==> config.mk <==
export PLATFORM = sky130hd
export DESIGN_NAME = btn_event_ctrl
export DESIGN_NICKNAME = d
export VERILOG_FILES = /design/src/rtl/btn_event_ctrl.sv
export SDC_FILE = /design/constraint.sdc
export NUM_CORES = 1
export LEC_CHECK = 0
export CORE_ASPECT_RATIO = 0.5
export CORE_MARGIN = 2
export CORE_UTILIZATION = 35
export DETAILED_ROUTE_END_ITERATION = 8
export PLACE_DENSITY = 0.61
export RECOVER_POWER = 100
export SLEW_MARGIN = 20
export SYNTH_ARGS = -nofsm -noshare
export SYNTH_HDL_FRONTEND = slang
export SYNTH_SLANG_ARGS = --single-unit
==> constraint.sdc <==
create_clock -name clk_in -period 4.16 [get_ports clk_in]
set_input_delay 1.04 -clock clk_in [delete_from_list [all_inputs] [get_ports clk_in]]
set_output_delay 1.04 -clock clk_in [all_outputs]
set_load 0.02 [all_outputs]
==> src/rtl/btn_event_ctrl.sv <==
// Debounced button controller: synchronizes and debounces each button, then queues
// press/release events in a small FIFO with overflow tracking and an interrupt.
module btn_event_ctrl #(
  parameter int NUM_BTNS        = 4,
  parameter int DEBOUNCE_CLOCKS = 10,
  parameter int FIFO_DEPTH      = 4
) (
  input  logic                          clk_in,
  input  logic                          rst_low_in,
  input  logic [NUM_BTNS-1:0]           btn_in,
  input  logic                          evt_pop_in,
  input  logic                          irq_en_in,
  input  logic                          ovf_clr_in,
  output logic [NUM_BTNS-1:0]           btn_state_out,
  output logic                          evt_valid_out,
  output logic [$clog2(NUM_BTNS):0]     evt_data_out,
  output logic [$clog2(FIFO_DEPTH):0]   evt_count_out,
  output logic                          overflow_out,
  output logic                          irq_out
);

  localparam int IDX_W   = $clog2(NUM_BTNS);
  localparam int EVT_W   = IDX_W + 1;
  localparam int CNT_W   = $clog2(DEBOUNCE_CLOCKS + 1);
  localparam int PTR_W   = $clog2(FIFO_DEPTH);
  localparam int COUNT_W = PTR_W + 1;

  localparam logic [CNT_W-1:0]   CNT_LAST   = CNT_W'(DEBOUNCE_CLOCKS - 1);
  localparam logic [COUNT_W-1:0] COUNT_FULL = COUNT_W'(FIFO_DEPTH);

  logic [NUM_BTNS-1:0] sync1_reg;
  logic [NUM_BTNS-1:0] sync2_reg;
  logic [NUM_BTNS-1:0] stable_reg;
  logic [NUM_BTNS-1:0] change;
  logic [NUM_BTNS-1:0] pend_reg;
  logic [NUM_BTNS-1:0] ptype_reg;
  logic [NUM_BTNS-1:0] collide;
  logic [NUM_BTNS-1:0] push_onehot;

  logic [IDX_W-1:0]    push_idx;
  logic [EVT_W-1:0]    push_data;
  logic                push_en;
  logic                pop_en;
  logic                fifo_full;

  logic [EVT_W-1:0]    mem [FIFO_DEPTH];
  logic [PTR_W-1:0]    wr_ptr_reg;
  logic [PTR_W-1:0]    rd_ptr_reg;
  logic [COUNT_W-1:0]  count_reg;
  logic                ovf_reg;

  always_ff @(posedge clk_in or negedge rst_low_in) begin
    if (!rst_low_in) begin
      sync1_reg <= '0;
      sync2_reg <= '0;
    end else begin
      sync1_reg <= btn_in;
      sync2_reg <= sync1_reg;
    end
  end

  generate
    for (genvar gi = 0; gi < NUM_BTNS; gi++) begin : g_btn
      logic [CNT_W-1:0] cnt_reg;
      logic             stable_bit_reg;
      logic             pend_bit_reg;
      logic             ptype_bit_reg;
      logic             differ;

      assign differ         = sync2_reg[gi] ^ stable_bit_reg;
      assign change[gi]     = differ && (cnt_reg == CNT_LAST);
      assign stable_reg[gi] = stable_bit_reg;
      assign pend_reg[gi]   = pend_bit_reg;
      assign ptype_reg[gi]  = ptype_bit_reg;
      // A change landing on a still-pending event that is not leaving this cycle loses the older one.
      assign collide[gi]    = change[gi] && pend_bit_reg && !push_onehot[gi];

      always_ff @(posedge clk_in or negedge rst_low_in) begin
        if (!rst_low_in) begin
          cnt_reg        <= '0;
          stable_bit_reg <= 1'b0;
        end else if (!differ) begin
          cnt_reg <= '0;
        end else if (change[gi]) begin
          cnt_reg        <= '0;
          stable_bit_reg <= sync2_reg[gi];
        end else begin
          cnt_reg <= cnt_reg + CNT_W'(1);
        end
      end

      always_ff @(posedge clk_in or negedge rst_low_in) begin
        if (!rst_low_in) begin
          pend_bit_reg  <= 1'b0;
          ptype_bit_reg <= 1'b0;
        end else if (change[gi]) begin
          pend_bit_reg  <= 1'b1;
          ptype_bit_reg <= sync2_reg[gi];
        end else if (push_onehot[gi]) begin
          pend_bit_reg <= 1'b0;
        end
      end
    end
  endgenerate

  assign fifo_full = (count_reg == COUNT_FULL);
  // Isolate the lowest set pending bit; nothing moves while the queue is full.
  assign push_onehot = fifo_full ? '0 : (pend_reg & (~pend_reg + NUM_BTNS'(1)));
  assign push_en     = |push_onehot;
  assign pop_en      = evt_pop_in && (count_reg != '0);

  always_comb begin
    push_idx = '0;
    for (int i = 0; i < NUM_BTNS; i++) begin
      if (push_onehot[i]) begin
        push_idx = IDX_W'(i);
      end
    end
  end

  assign push_data = {ptype_reg[push_idx], push_idx};

  always_ff @(posedge clk_in) begin
    if (push_en) begin
      mem[wr_ptr_reg] <= push_data;
    end
  end

  always_ff @(posedge clk_in or negedge rst_low_in) begin
    if (!rst_low_in) begin
      wr_ptr_reg <= '0;
      rd_ptr_reg <= '0;
      count_reg  <= '0;
    end else begin
      if (push_en) begin
        wr_ptr_reg <= wr_ptr_reg + PTR_W'(1);
      end
      if (pop_en) begin
        rd_ptr_reg <= rd_ptr_reg + PTR_W'(1);
      end
      case ({push_en, pop_en})
        2'b10:   count_reg <= count_reg + COUNT_W'(1);
        2'b01:   count_reg <= count_reg - COUNT_W'(1);
        default: count_reg <= count_reg;
      endcase
    end
  end

  always_ff @(posedge clk_in or negedge rst_low_in) begin
    if (!rst_low_in) begin
      ovf_reg <= 1'b0;
    end else if (|collide) begin
      ovf_reg <= 1'b1;
    end else if (ovf_clr_in) begin
      ovf_reg <= 1'b0;
    end
  end

  assign btn_state_out = stable_reg;
  assign evt_valid_out = (count_reg != '0);
  assign evt_data_out  = mem[rd_ptr_reg];
  assign evt_count_out = count_reg;
  assign overflow_out  = ovf_reg;
  assign irq_out       = irq_en_in && evt_valid_out;

endmodule

==> metrics, run 1 <==
critical path class input port to output port; antenna violations before repair 0; Fin. Hold Viols 0; Yosys top cell area share 43.48%; R2R Setup Slk roughly 1600 ps; FF+latch count, synth 52; status complete, but fails checks; Critical R2R Launch evt_count_out[0]; Fmax ~300 MHz; Final min period 3308 ps; routed wire length approximately 3500 microns; # diodes 0; maxcap violations 1; largest net degree at the start of global routing 41; EDFF count, synth 12; TritonCTS clock tree built; max FFs per register 16; post-DR vias/cell 4.403; first-pass GRT wire length 5989 microns; Max clock buf depth 2; starting density of the core approximately 37%; unrepaired setup endpoints after global routing false; Via Count 1277; Synth Flop Type dfrtp_1; fin crit share between 70 and 80%; Syn Nets approximately 200; number of remaining DRC errors 0; fraction of registers with async set/reset between 70% and 80%; mean post-synth cell area between 10 and 15 sq um; DP Area 2584 sq um; share of cells above drive strength 1 7.921%; fin area 2710 sq um; hold path cells 0; GRT Total Usage a little over a tenth; drt initial violations 70; Unique masters post-synth 33; worst-path maximum fanout 1; Chip Height 61.35 microns; critical path arrival 2270 ps; Peak VDD IR 168.9 uV; antenna-violating nets left 0; R2R cell count 9; I/O Buffers 21; CP endpoint kind output port; Final Skew 4.363 ps; P&R area growth vs syn 17.72%; Post-CTS Setup Bufs 0; CTS Buf Count 5; transition time of the tightest slew-check pin 2103 ps; total gr overflow 0; Final Max Tran Viols between 40 and 50; WL/cell 12.17 microns; CP required between 3000 and 4000 ps; DP Wirelength 2589 microns; HP Class flip-flop to flip-flop; final setup TNS 0 ps; top cells by area, synth dfrtp_1, edfxtp_1, ha_1; DRT Pass-1 Iters 4; die width about 120 microns; Layout Cells excl Fill 290; worst hold start sync1_reg[2]; clock latency on the worst-skew pair 280 ps; CTS Sinks 52; synthesized cell area roughly 2300 sq um; dpl cells 282; Pwr per Cell Area between 500 and 600 nW/um^2; PostCTS Resize Cnt 0; endpoints failing setup 0; clk slew on worst S/H paths ~70 ps; fill count 607; Die ar. 7282 sq um; Final Net Count 224; Synth area leader dfrtp_1; Worst setup SP type input port; number of global-route vias before repair around 1300; H-tree levels 2; Cells after Synth 178; R2R Path End evt_count_out[2]; P_leak 1.242 nW; Yosys Warn Count 0; core footprint 6206 sq um; Seq/Total Area, Yosys 59.13%; cts hold-fix bufs 0; RePlAce Congestion between 0.6 and 0.7; Hold EP sync2_reg[2]; # IOs 22; violated checks max-capacitance violations, max-slew violations; Row Count 20; Max-slew headroom -40.18%; CTS Root Cell clkbuf_16
-- through the flow --
step / power (mW) / hold WS, ps / util (%) / worst slack [ps]
after detailed placement: 0.9864 / 334.7 / 41.63 / 908.3
after global routing: 1.478 / 356.3 / 43.67 / 822.1
after global placement: 0.9701 / 333.3 / 41.63 / 932.0
final: 1.394 / 349.3 / 43.67 / 851.9
after CTS: 1.447 / 350.5 / 44.31 / 906.0
after floorplan: 0.8699 / 331.2 / - / 1843
-- worst max-delay path, cell delays in order --
cell and delay (ps):
clkdlybuf4s50_1 450, and2_1 110, dlygate4sd3_1 670
-- area by class of cell --
cell class	instances	area, sq um	share of cell area [%]
Timing Repair Buffer	21	203.9	7.525
Clock buffer	5	125.1	4.617
Multi-Input combinational cell	108	819.5	30.24
Inverter	13	48.80	1.801
Sequential cell	52	1361	50.23
Tap cell	88	110.1	4.063
Clock inverter	3	41.29	1.524
-- report_power, final --
part / total (mW) / switching [mW] / internal [mW]
logic: 0.289 / 0.150 / 0.139
clock network: 0.457 / 0.175 / 0.283
registers: 0.648 / 0.0672 / 0.581
-- worst max path at each step --
stage	cells past startpoint	start	slack, ps	end
2_1_floorplan	2	evt_count_out[1]	1840	irq_out
3_3_place_gp	3	irq_en_in	930	irq_out
3_5_place_dp	3	irq_en_in	910	irq_out
4_1_cts	3	irq_en_in	910	irq_out
5_1_grt	3	irq_en_in	820	irq_out
6_report	3	irq_en_in	850	irq_out
-- per-layer routing --
metal,vias to the layer above,wire [microns],global-route usage [%]
met3,5,133,3.426
met1,619,1654,13.22
met5,-,0,0
met4,0,51,5.102
met2,18,1690,18.88
li1,635,-,-
-- Yosys cell counts (3+ instances only) --
| cell | n |
|---|---|
| xor2_1 | 11 |
| o21ai_0 | 4 |
| nor2_1 | 22 |
| ha_1 | 13 |
| inv_1 | 13 |
| and2_1 | 5 |
| xnor2_1 | 7 |
| nand3_1 | 5 |
| nor2b_1 | 3 |
| mux2_2 | 4 |
| dfrtp_1 | 40 |
| nand2_1 | 9 |
| edfxtp_1 | 12 |
| mux4_2 | 3 |
| buf_4 | 4 |
| nand3b_1 | 3 |
-- kinds of logic (layout without fill, tap and decap cells) --
logic type,count (synthesis),after routing,share of synthesized area (%)
compound gates,14,14,4.457
mux,8,8,5.543
flops,52,52,59.13
buf+inv,18,42,3.587
fa+ha+maj,14,14,7.935
simple gates,54,54,12.50
xor+xnor,18,18,6.848
-- layout by cell type (no fill, tap or decap), types with 2 or more instances in the layout --
master,count
mux4_2,3
a21o_1,2
nand2_1,9
and2_0,5
dfrtp_1,40
ha_1,13
clkbuf_16,5
nand3_1,5
nand3b_1,3
or3_1,2
xor2_1,11
mux2_2,4
dlygate4sd3_1,18
inv_1,13
nor2_1,22
nor2b_1,3
clkdlybuf4s50_1,2
xnor2_1,7
o21ai_0,6
edfxtp_1,12
Note: power is estimated with default switching activity, not from simulation.
==> run 2: changes to the inputs <==
==> constraint.sdc (replaced) <==
create_clock -name clk_in -period 3.2 [get_ports clk_in]
set_input_delay 0.8 -clock clk_in [delete_from_list [all_inputs] [get_ports clk_in]]
set_output_delay 0.8 -clock clk_in [all_outputs]
set_load 0.02 [all_outputs]
==> run 2 against run 1 <==
Compared with the run above:
- the run still ends with max-capacitance violations, max-slew violations left
- first-iteration DRC count fell by 36%
- sequential power rose by 31%
- final cell count did not move
- critical endpoint unchanged
- utilization grew 0.12 points
- combinational power is 33% higher
- critical path type unchanged
==> metrics, run 2 (synthesis results as in run 1) <==
max FFs per register 16; HP Class flip-flop to flip-flop; Setup WS pre-CTS 423.4 ps; number of remaining DRC errors 0; GR peak layer met2; I/O Buffers 21; fin crit share about nine tenths; final setup TNS 0 ps; share of cells above drive strength 1 7.426%; CTS Sinks 52; M3 GR Usage 3.611%; # diodes 0; Max clock buf depth 2; Fmax 353.6 MHz; starting density of the core about 37%; Final Net Count 224; WL/cell 11.89 microns; Die ar. 7282 sq um; total gr overflow 0; worst hold start sync1_reg[2]; PostCTS Resize Cnt 0; commonest non-fill, non-tap cell in the layout dfrtp_1; hold path cells 0; R2R cell count 9; critical path class input port to output port; transition time of the tightest slew-check pin 2108 ps; clk slew on worst S/H paths ~60 ps; Row Count 20; Worst setup SP type input port; RePlAce Congestion between 0.6 and 0.7; Chip Height 61.35 microns; endpoints failing setup 0; clock latency on the worst-skew pair ~280 ps; core footprint 6206 sq um; GRT Total Usage a little over a tenth; antenna violations before repair 0; P_leak between 1 and 1.5 nW; antenna-violating nets left 0; CP required approximately 2400 ps; DRT Pass-1 Iters 4; post-DR vias/cell around 4.3; routed wire length ~3400 microns; number of global-route vias before repair 1305; largest net degree at the start of global routing 41; worst-path maximum fanout 1; die width between 100 and 150 microns; most frequent cells in the layout dfrtp_1, nor2_1, dlygate4sd3_1, inv_1, ha_1; H-tree levels 2; drt initial violations 45; Final min period between 2000 and 3000 ps; critical path arrival 2030 ps; first-pass GRT wire length around 6100 microns; # IOs 22; dpl cells 282; CTS Root Cell clkbuf_16; Final Max Tran Viols 41; final design utilization 43.79%; final setup margin 371.7 ps; Critical R2R Launch evt_count_out[1]; CP endpoint kind output port; R2R Setup Slk about 940 ps; R2R Path End evt_count_out[2]; met1 usage in global routing a little over an eighth; met2 Use GR 18.47%; unrepaired setup endpoints after global routing false; Hold EP sync2_reg[2]; maxcap violations 1; Peak VDD IR 193.4 uV; Layout Cells excl Fill 290; Post-CTS Setup Bufs 0; Pwr per Cell Area ~670 nW/um^2; Via Count 1237; CTS Buf Count 5; P&R area growth vs syn 18.04%; DP Wirelength 2529 microns; Final Skew 8.461 ps; Max-slew headroom -40.52%; TritonCTS clock tree built; cts hold-fix bufs 0; status complete, but fails checks; violated checks max-capacitance violations, max-slew violations; Fin. Hold Viols 0; total power 1.822 mW
## run 2: changes by cell type in the layout (fill, tap and decap cells not counted), sizes merged
cell	previous run	this run
clkbuf	6	8
clkinv	1	0
inv	14	13
## run 2: critical path: stages
cell and delay [ps]:
clkdlybuf4s50_1 450, and2_1 110, dlygate4sd3_1 670
## run 2: worst max-delay path by stage
| stage | start | to | slack (ps) | cells past startpoint |
|---|---|---|---|---|
| 2_1_floorplan | evt_count_out[1] | evt_count_out[2] | 1110 | 8 |
| 4_1_cts | irq_en_in | irq_out | 420 | 3 |
| 6_report | irq_en_in | irq_out | 370 | 3 |
| 5_1_grt | irq_en_in | irq_out | 330 | 3 |
| 3_3_place_gp | irq_en_in | irq_out | 450 | 3 |
| 3_5_place_dp | irq_en_in | irq_out | 420 | 3 |
## run 2: final cells by class
class                   count  area (sq um)
clock buffers               7         132.6
clock inverters             1         30.03
fillers                   592          3488
inverters                  13         48.80
multi-input cells         108         830.8
flip-flops and latches     52          1361
well taps                  88         110.1
repair buffers             21         203.9
## run 2: report_power, final
part	total [mW]	leakage [nW]	switching (mW)	internal [mW]
registers	0.848	0.650	0.0933	0.755
logic	0.385	0.512	0.197	0.188
clock network	0.588	0.0781	0.218	0.370
total	1.82	1.24	0.508	1.31
## run 2: metal layers
| metal | share of wire, % | up-vias |
|---|---|---|
| li1 | - | 637 |
| met1 | 50 | 579 |
| met2 | 45 | 17 |
| met3 | 3.5 | 4 |
| met4 | 1.0 | 0 |
| met5 | 0 | - |
## run 2: stage by stage
step / hold slack (ps) / instance area [sq um]
2_1_floorplan: 331.2 / 2302
6_report: 348.2 / 2718
3_5_place_dp: 334.7 / 2584
5_1_grt: 354.8 / 2718
3_3_place_gp: 332.4 / 2584
4_1_cts: 349.2 / 2746
